**src/rtl/bcd_updown_counter.sv**
```systemverilog
// Multi-digit BCD up/down counter with synchronous clear and load.
// Wrap or saturate at terminal count, sticky overflow, rejected-load pulse.
module bcd_updown_counter #(
    parameter int unsigned DIGITS   = 2,
    parameter int unsigned SAT_MODE = 0
) (
    input  logic                  clk,
    input  logic                  rst_n,
    input  logic                  en,
    input  logic                  up,
    input  logic                  clr,
    input  logic                  load,
    input  logic [4*DIGITS-1:0]   load_val,
    output logic [4*DIGITS-1:0]   count,
    output logic                  tc,
    output logic                  ovf,
    output logic                  load_err
);

    localparam int unsigned W = 4 * DIGITS;

    logic [W-1:0] count_q, count_d;
    logic         ovf_q, ovf_d;
    logic         load_err_q, load_err_d;

    logic [W-1:0] step_val;
    logic         all_nine;
    logic         all_zero;
    logic         load_ok;
    logic         term;
    logic         carry;
    logic [3:0]   dig;

    // Digit-wise step: a digit moves only while every lower digit rolls over.
    always_comb begin
        all_nine = 1'b1;
        all_zero = 1'b1;
        load_ok  = 1'b1;
        carry    = 1'b1;
        step_val = count_q;
        dig      = 4'd0;
        for (int unsigned i = 0; i < DIGITS; i++) begin
            dig = count_q[4*i +: 4];
            if (dig != 4'd9) all_nine = 1'b0;
            if (dig != 4'd0) all_zero = 1'b0;
            if (load_val[4*i +: 4] > 4'd9) load_ok = 1'b0;
            if (carry) begin
                if (up) begin
                    step_val[4*i +: 4] = (dig == 4'd9) ? 4'd0 : 4'(dig + 4'd1);
                    carry              = (dig == 4'd9);
                end else begin
                    step_val[4*i +: 4] = (dig == 4'd0) ? 4'd9 : 4'(dig - 4'd1);
                    carry              = (dig == 4'd0);
                end
            end
        end
    end

    assign term = up ? all_nine : all_zero;
    assign tc   = en & term;

    // Priority clr > load > en; a rejected load still blocks counting.
    always_comb begin
        count_d    = count_q;
        ovf_d      = ovf_q;
        load_err_d = 1'b0;
        if (clr) begin
            count_d = '0;
            ovf_d   = 1'b0;
        end else if (load) begin
            if (load_ok) count_d = load_val;
            else         load_err_d = 1'b1;
        end else if (en) begin
            if (term) begin
                ovf_d = 1'b1;
                if (SAT_MODE == 0) count_d = step_val;
            end else begin
                count_d = step_val;
            end
        end
    end

    always_ff @(posedge clk or negedge rst_n) begin
        if (!rst_n) begin
            count_q    <= '0;
            ovf_q      <= 1'b0;
            load_err_q <= 1'b0;
        end else begin
            count_q    <= count_d;
            ovf_q      <= ovf_d;
            load_err_q <= load_err_d;
        end
    end

    assign count    = count_q;
    assign ovf      = ovf_q;
    assign load_err = load_err_q;

endmodule

```
**config.mk**
```make
export PLATFORM = sky130hd
export DESIGN_NAME = bcd_updown_counter
export DESIGN_NICKNAME = d
export VERILOG_FILES = /design/src/rtl/bcd_updown_counter.sv
export SDC_FILE = /design/constraint.sdc
export NUM_CORES = 1
export LEC_CHECK = 0
export BUFFER_PORTS_ARGS = -buffer_cell sky130_fd_sc_hd__clkbuf_2
export CAP_MARGIN = 20
export CELL_PAD_IN_SITES_DETAIL_PLACEMENT = 1
export CELL_PAD_IN_SITES_GLOBAL_PLACEMENT = 1
export CORE_ASPECT_RATIO = 0.75
export CORE_MARGIN = 2
export CORE_UTILIZATION = 23
export CTS_BUF_LIST = sky130_fd_sc_hd__clkbuf_8
export DETAILED_ROUTE_END_ITERATION = 6
export GPL_ROUTABILITY_DRIVEN = 1
export HOLD_SLACK_MARGIN = 0.15
export PLACE_DENSITY = 0.48
export SYNTH_ARGS = -nofsm -noshare
export SYNTH_HDL_FRONTEND = slang
export SYNTH_SLANG_ARGS = --single-unit
```
**constraint.sdc**
```tcl
create_clock -name clk -period 3.3 [get_ports clk]
set_input_delay 0.33 -clock clk [delete_from_list [all_inputs] [get_ports clk]]
set_output_delay 0.33 -clock clk [all_outputs]
set_load 0.01 [all_outputs]
```
Yosys cells after proc, flatten, opt, wreduce, memory -nomap -nowiden:

Index checks and enable logic that the tools add are counted.

* add/subtract/negate cells: 4
* magnitude comparators: 2
* multiplexer cells: 26
* equality and inequality tests: 6
* bitwise gates (word level): 1
* reductions and logical operators: 11

Operator list (count)
* 8-bit 2-to-1 mux: 4
* 4-bit 2-to-1 mux: 7
* 1-bit 2-to-1 mux: 15
* 4-bit by 1-bit adder with 4-bit output (second input constant): 2
* 4-bit == test (second input constant): 2
* 4-bit > comparator (second input constant): 2
* 4-bit zero test: 2
* 4-bit inequality test (second input constant): 2
* 4-bit nonzero test: 2
* 4-bit by 1-bit subtractor with 4-bit output (second input constant): 2
* 3-bit AND reduction: 2
* 3-bit nonzero test: 2
* 2-bit nonzero test: 2
* 3-bit by 2-bit inequality test with 1-bit output (second input constant): 1
* 2-bit inequality test (second input constant): 1
* 2-bit AND reduction: 1
* 1-bit bitwise AND: 1

* output and inout port bits: 11
* input port bits: 14
* word-level logic and storage cells: 54
* flip-flop bits (word level): 10

Longest topological paths before layout:

Gate-level depths: netlist of run 1.

* depth in word-level cells: 8
* mapped depth: 6
* depth with buffers taken out: 6

Least setup slack after synthesis of run 1:

Ideal clock, no wire load.

* path type: flip-flop to output port
* start: register count_q[0], in the netlist count[0]
* end: output tc
* arrival: 1.696 ns
* setup slack: 1.274 ns
* data required time: 2.970 ns
* stages on the path, launching flop included: 6
* path through: dfrtp_1 -> inv_1 -> ha_1 -> or4b_4 -> o32ai_1 -> and2_1

* word-level cells in the longest chain between the ends: 5
* elaborated cells on any way between the ends: 8
* those cells by class: eq/ne (1); mux (5); bitwise (1); reduce/logical (1)

RTL lines
* start: declaration: line 22 `logic [W-1:0] count_q, count_d;`
* start signal: assignment: line 89 `count_q <= count_d;`
* 4-bit inequality test or 4-bit nonzero test (tied branches): line 44, 45
* 1-bit 2-to-1 mux (on tied branches) (2 in a row): line 44, 45
* 1-bit 2-to-1 mux *: line 59 `assign term = up ? all_nine : all_zero;`
* 1-bit bitwise AND *: line 60 `assign tc = en & term;`
* end: declaration: line 15 `output logic tc,`

Every way passes the cells marked *; elsewhere a longest branch is shown, timed or not.

Final worst setup path of run 1:

Ends and elaborated chain as after synthesis.

==> results of run 1 <==
## worst register-to-register path, stage by stage (launching register included)
cell and delay, ns:
dfrtp_1 0.45, inv_1 0.11, ha_1 0.25, or4b_4 0.52, and3_4 0.22, nor2_2 0.21, mux2i_1 0.24
## final timing paths
kind / cells after the start / to / slack [ns] / from
worst min register to register: 2 / ovf$_DFFE_PN0P_ / 0.52 / ovf$_DFFE_PN0P_
min in group asynchronous: 2 / count[4]$_DFFE_PN0P_ / 0.50 / rst_n
worst min-delay path: 3 / ovf$_DFFE_PN0P_ / 0.40 / en
worst max register to register: 6 / count[5]$_DFFE_PN0P_ / 1.22 / count[0]$_DFFE_PN0P_
max in group asynchronous: 2 / count[5]$_DFFE_PN0P_ / 2.58 / rst_n
worst max-delay path: 6 / tc / 0.70 / count[0]$_DFFE_PN0P_
## power by group
part	internal [mW]	total (mW)	switching, mW
Clock	0.105	0.159	0.0541
Combinational	0.0968	0.214	0.117
Sequential	0.143	0.184	0.0413
Total	0.345	0.557	0.213
## layout by cell type (no fill, tap or decap), types with 2 or more instances in the layout
master	netlist	routed
and2_1	2	2
and3_1	2	2
nand2_1	5	5
clkbuf_8	0	4
dfrtp_1	10	10
a221oi_1	2	2
nor2_1	10	10
or3_1	2	2
nand3b_1	4	4
nor2b_1	2	2
clkbuf_2	0	24
nand2b_1	3	3
a21oi_1	10	10
ha_1	7	7
mux2i_1	4	4
o22ai_1	2	2
inv_1	7	7
a31oi_1	2	2
nand3_1	5	5
o21ai_0	3	3
## cell families (layout without fill, tap and decap cells)
kind of cell / after synthesis / after routing / synth area share (%)
buffers and inverters: 11 / 36 / 4.77
xor gates and xnor gates: 1 / 1 / 0.954
muxes: 4 / 4 / 4.36
DFF: 10 / 10 / 27.2
AOI/OAI and AO/OA: 33 / 33 / 26.8
and+or+nand+nor: 42 / 42 / 26.3
adders and majority gates: 7 / 7 / 9.54
## metal layers
layer  track usage (%)  share of wire [%]  vias up
met5                 0                  0        -
met4              2.86                1.1        0
met3              3.68                5.0        4
met2              21.3                 43       26
met1              20.5                 51      459
li1                  -                  -      453
## through the flow
stage / power [mW] / area (sq um) / cells / hold WS, ns
floorplan: 0.322 / 918 / 108 / 0.0344
global placement: 0.398 / 1090 / 180 / 0.237
detailed placement: 0.399 / 1090 / 180 / 0.240
CTS: 0.565 / 1150 / 185 / 0.398
global route: 0.603 / 1150 / 185 / 0.414
finish: 0.557 / 1150 / 185 / 0.399
## timing repair
action | 4_1_cts | 5_1_grt
hold endpoints to repair | 10 | 0
hold buffers | 1 | 0
setup buffers | 0 | 0
## state kept, by name, indices dropped and copies added, names as in the netlist
signal and flops:
count 8, ovf 1, load_err 1
## layout make-up
cell class,instances,area [sq um]
Multi-Input combinational cell,87,624
Sequential cell,10,250
Timing Repair Buffer,25,130
Inverter,7,26.3
Clock buffer,4,55.1
Fill cell,467,2580
Tap cell,52,65.1
==> flow_metrics.env, run 1 <==
export IMPL_syn_avg_cell_area_sq_um=8.50
export IMPL_syn_nets=129
export IMPL_num_antenna_cells=0
export IMPL_worstSetupPathType="flop to output port"
export IMPL_gp_congestion=0.754
export IMPL_track_usage_pct=14.1
export IMPL_ctsResizeCount=0
export IMPL_via_per_inst=5.09
export IMPL_cp_slowest_stage_delay_ns=0.52
export IMPL_clockRootBuffer="clkbuf_8"
export IMPL_startpoint_type="flop"
export IMPL_drt_initial_drc_count=68
export IMPL_finClkSkew_ns=0.000927
export IMPL_finalWirelength_um=2950
export IMPL_synthCells=108
export IMPL_die_x_um=77.0
export IMPL_vias=942
export IMPL_num_io_pins=25
export IMPL_yosys_warnings=0
export IMPL_layout_setup_ws_ns=0.695
export IMPL_drt_first_pass_iters=4
export IMPL_grt_pass1_vias=945
export IMPL_cp_max_fo=7
export IMPL_path_delay_family="simple AND/OR/NAND/NOR gates"
export IMPL_num_nets_final=155
export IMPL_cts_tree="done"
export IMPL_cts_made_buffers=3
export IMPL_die_area_sq_mm=0.00452
export IMPL_synth_edff_count=0
export IMPL_insertion_delay_ns=0.24
export IMPL_max_freq_mhz=384
export IMPL_async_reset_ff_share_pct=100
export IMPL_slew_headroom_pct=67.5
export IMPL_drc_errors=0
export IMPL_dp_final_hpwl_um=2320
export IMPL_synth_area_sq_um=918
export IMPL_status="finished clean"
export IMPL_fin_util_pct=30.8
export IMPL_report_final_slew_viol_count=0
export IMPL_powerDensity_mw_per_mm2=484
export IMPL_drive_above_1_share_pct=26.3
export IMPL_grt_antenna_before_repair=0
export IMPL_cp_num_buf_inv=2
export IMPL_synthFlopType="dfrtp_1"
export IMPL_dp_slack_ns=0.970
export IMPL_yosys_area_top_type="dfrtp_1"
export IMPL_rsz0062_at_grt="no"
export IMPL_clock_sinks=10
export IMPL_crit_required_ns=2.97
export IMPL_core_area_sq_mm=0.00373
export IMPL_initial_utilization_pct=24.6
export IMPL_setup_violations=0
export IMPL_setup_tns_ns=0
export IMPL_cts_buffer_depth=2
export IMPL_final_antenna_net_count=0
export IMPL_synth_seq_cells=10
export IMPL_grt_overflow=0
export IMPL_yosys_top_cells_count="10 x a21oi_1, 10 x dfrtp_1, 10 x nor2_1, 7 x ha_1, 7 x inv_1"
export IMPL_clk_pin_slew_ns=0.05
export IMPL_cp_arrival_ns=2.27
export IMPL_finalHoldViolCount=0
export IMPL_io_buffers=24
export IMPL_worstSetupEndpointType="output port"
export IMPL_layout_min_cycle_time_ns=2.60
export IMPL_ctsHtreeMaxLevel=1
export IMPL_worst_slew_pin_slew_ns=0.487
export IMPL_cpMaxStageDelayCell="or4b_4"
export IMPL_core_rowCount=19
export IMPL_yosysUniqueCellTypes=42
export IMPL_maxCapViolCount=0
export IMPL_leakagePower_nw=0.514
export IMPL_synth_yosys_seq_area_share_pct=27.2
export IMPL_hp_class="primary input to flop"
export IMPL_peakVddDrop_uv=183
export IMPL_netlist_top_cells_area="dfrtp_1 27%, ha_1 9.5%, a21oi_1 5.4%"
export IMPL_area_growth_pct=25.3
export IMPL_wl_per_cell_um=15.9
export IMPL_yosys_area_top_type_share_pct=27.2
export IMPL_grt_max_degree=16
export IMPL_fin_crit_sh_pct=78.9
export IMPL_die_h_um=58.7
export IMPL_crit_chain="inv_1 > ha_1 > or4b_4 > o32ai_1 > and2_1 > clkbuf_2"
export IMPL_grt_pass1_wl_um=4930
Note: power is estimated with default switching activity, not from simulation.
==> run 2, diff against run 1 <==
clock period = 2.6 ns   (was 3.3 ns; I/O delays follow)
==> run 2 against run 1 <==
  * Critical path type unchanged
  * Global-route usage is 0.28 points higher
  * Largest cell class unchanged
  * Worst setup slack worse by 0.50 ns
  * Largest power group unchanged
  * Wire length is 1.3% higher
  * Clock skew is 0.00058 ns higher
  * Register-to-register slack worse by 0.70 ns
==> flow_metrics.env, run 2 (synthesis results as in run 1) <==
export IMPL_status="finished clean"
export IMPL_powerDensity_mw_per_mm2=613
export IMPL_cts_tree="done"
export IMPL_cp_max_fo=7
export IMPL_core_rowCount=19
export IMPL_crit_required_ns=2.34
export IMPL_min_from="load_val[0]"
export IMPL_die_x_um=77.0
export IMPL_track_usage_pct=14.4
export IMPL_initial_utilization_pct=24.6
export IMPL_slew_headroom_pct=67.4
export IMPL_startpoint="count[0]$_DFFE_PN0P_"
export IMPL_hp_class="primary input to flop"
export IMPL_clockRootBuffer="clkbuf_8"
export IMPL_clk_pin_slew_ns=0.05
export IMPL_startpoint_type="flop"
export IMPL_worst_slew_pin_slew_ns=0.489
export IMPL_die_h_um=58.7
export IMPL_final_antenna_net_count=0
export IMPL_maxCapViolCount=0
export IMPL_total_power_mw=0.710
export IMPL_cts_setup_buffers=0
export IMPL_via_per_inst=4.98
export IMPL_grt_overflow=0
export IMPL_drc_errors=0
export IMPL_vias=922
export IMPL_dp_final_hpwl_um=2290
export IMPL_drt_initial_drc_count=39
export IMPL_insertion_delay_ns=0.24
export IMPL_core_area_sq_mm=0.00373
export IMPL_post_place_cells=180
export IMPL_ctsHtreeMaxLevel=1
export IMPL_crit_chain="inv_1 > ha_1 > or4b_4 > o32ai_2 > and2_1 > clkbuf_2"
export IMPL_largest_reg_flops=8
export IMPL_drt_first_pass_iters=4
export IMPL_drive_above_1_share_pct=27.1
export IMPL_max_freq_mhz=416
export IMPL_finalHoldViolCount=0
export IMPL_fin_cells=185
export IMPL_path_delay_family="simple AND/OR/NAND/NOR gates"
export IMPL_peakVddDrop_uv=267
export IMPL_placed_area_sq_mm=0.00109
export IMPL_finClkSkew_ns=0.00151
export IMPL_cp_arrival_ns=2.14
export IMPL_num_nets_final=155
export IMPL_setup_violations=0
export IMPL_worstSetupEndpointType="output port"
export IMPL_cts_buffer_depth=2
export IMPL_num_io_pins=25
export IMPL_fin_area_sq_mm=0.00116
export IMPL_layout_min_cycle_time_ns=2.40
export IMPL_cts_made_buffers=3
export IMPL_area_growth_pct=26.2
export IMPL_grt_max_degree=16
export IMPL_leakagePower_nw=0.515
export IMPL_clock_sinks=10
export IMPL_die_area_sq_mm=0.00452
export IMPL_num_antenna_cells=0
export IMPL_layout_common_cells="24 x clkbuf_2, 10 x nor2_1, 10 x a21oi_1, 10 x dfrtp_1"
export IMPL_final_common_cell="clkbuf_2"
export IMPL_setup_tns_ns=0
export IMPL_fin_crit_sh_pct=92.5
export IMPL_wl_per_cell_um=16.1
export IMPL_fillers=458
export IMPL_grt_pass1_vias=935
export IMPL_grt_antenna_before_repair=0
export IMPL_gp_congestion=0.762
export IMPL_rsz0062_at_grt="no"
export IMPL_regToRegStartpoint="count[0]$_DFFE_PN0P_"
export IMPL_cpMaxStageDelayCell="or4b_4"
export IMPL_finalWirelength_um=2990
export IMPL_grt_pass1_wl_um=4950
export IMPL_io_buffers=24
export IMPL_report_final_slew_viol_count=0
export IMPL_cp_slowest_stage_delay_ns=0.53
export IMPL_worstSetupPathType="flop to output port"
export IMPL_cp_num_buf_inv=2
-- run 2: cell counts in the layout (fill, tap and decap cells not counted) --
Identical to the previous run, type by type.
-- run 2: power breakdown --
part	internal, mW	total (mW)	switching [mW]
sequential	0.181	0.236	0.0549
clock	0.134	0.205	0.0711
combinational	0.123	0.270	0.147
total	0.437	0.710	0.273
-- run 2: final cells by class --
| class | count | area [sq um] | share of cell area [%] |
|---|---|---|---|
| Multi-Input combinational cell | 87 | 632 | 54.5 |
| Sequential cell | 10 | 250 | 21.6 |
| Timing Repair Buffer | 25 | 130 | 11.2 |
| Tap cell | 52 | 65.1 | 5.62 |
| Clock buffer | 4 | 55.1 | 4.75 |
| Inverter | 7 | 26.3 | 2.27 |
-- run 2: tightest hold or removal path, stage by stage --
cell,delay [ns]
clkbuf_2,0.08
a221oi_1,0.06
a21oi_1,0.11
-- run 2: stage by stage --
step / setup slack [ns] / hold WS (ns) / utilization, %
2_1_floorplan: 0.644 / -0.0356 / -
3_3_place_gp: 0.449 / 0.170 / 29.1
3_5_place_dp: 0.374 / 0.165 / 29.1
4_1_cts: 0.0893 / 0.314 / 30.8
5_1_grt: 0.0849 / 0.327 / 31.0
6_report: 0.196 / 0.315 / 31.0
-- run 2: final timing paths --
check	cells after the start	endpoint	slack (ns)
min reg2reg	2	ovf$_DFFE_PN0P_	0.53
min in group asynchronous	2	count[5]$_DFFE_PN0P_	0.44
max reg2reg	6	count[4]$_DFFE_PN0P_	0.52
min	3	count[0]$_DFFE_PN0P_	0.31
max in group asynchronous	2	count[0]$_DFFE_PN0P_	1.93
max	6	tc	0.20
-- run 2: routing by layer --
layer  vias to the layer above  global-route usage (%)  routed length [um]
li1                        458                       -                   -
met1                       437                    21.4                1620
met2                        25                    21.1                1220
met3                         2                    3.68                 129
met4                         0                    3.12                  17
met5                         -                       0                   0
-- run 2: what timing repair did --
| item | 4_1_cts | 5_1_grt |
|---|---|---|
| hold buffers | 1 | 0 |
| endpoints found under the setup margin | 0 | 1 |
| resized for setup | 0 | 1 |
| hold endpoints to repair | 10 | 0 |
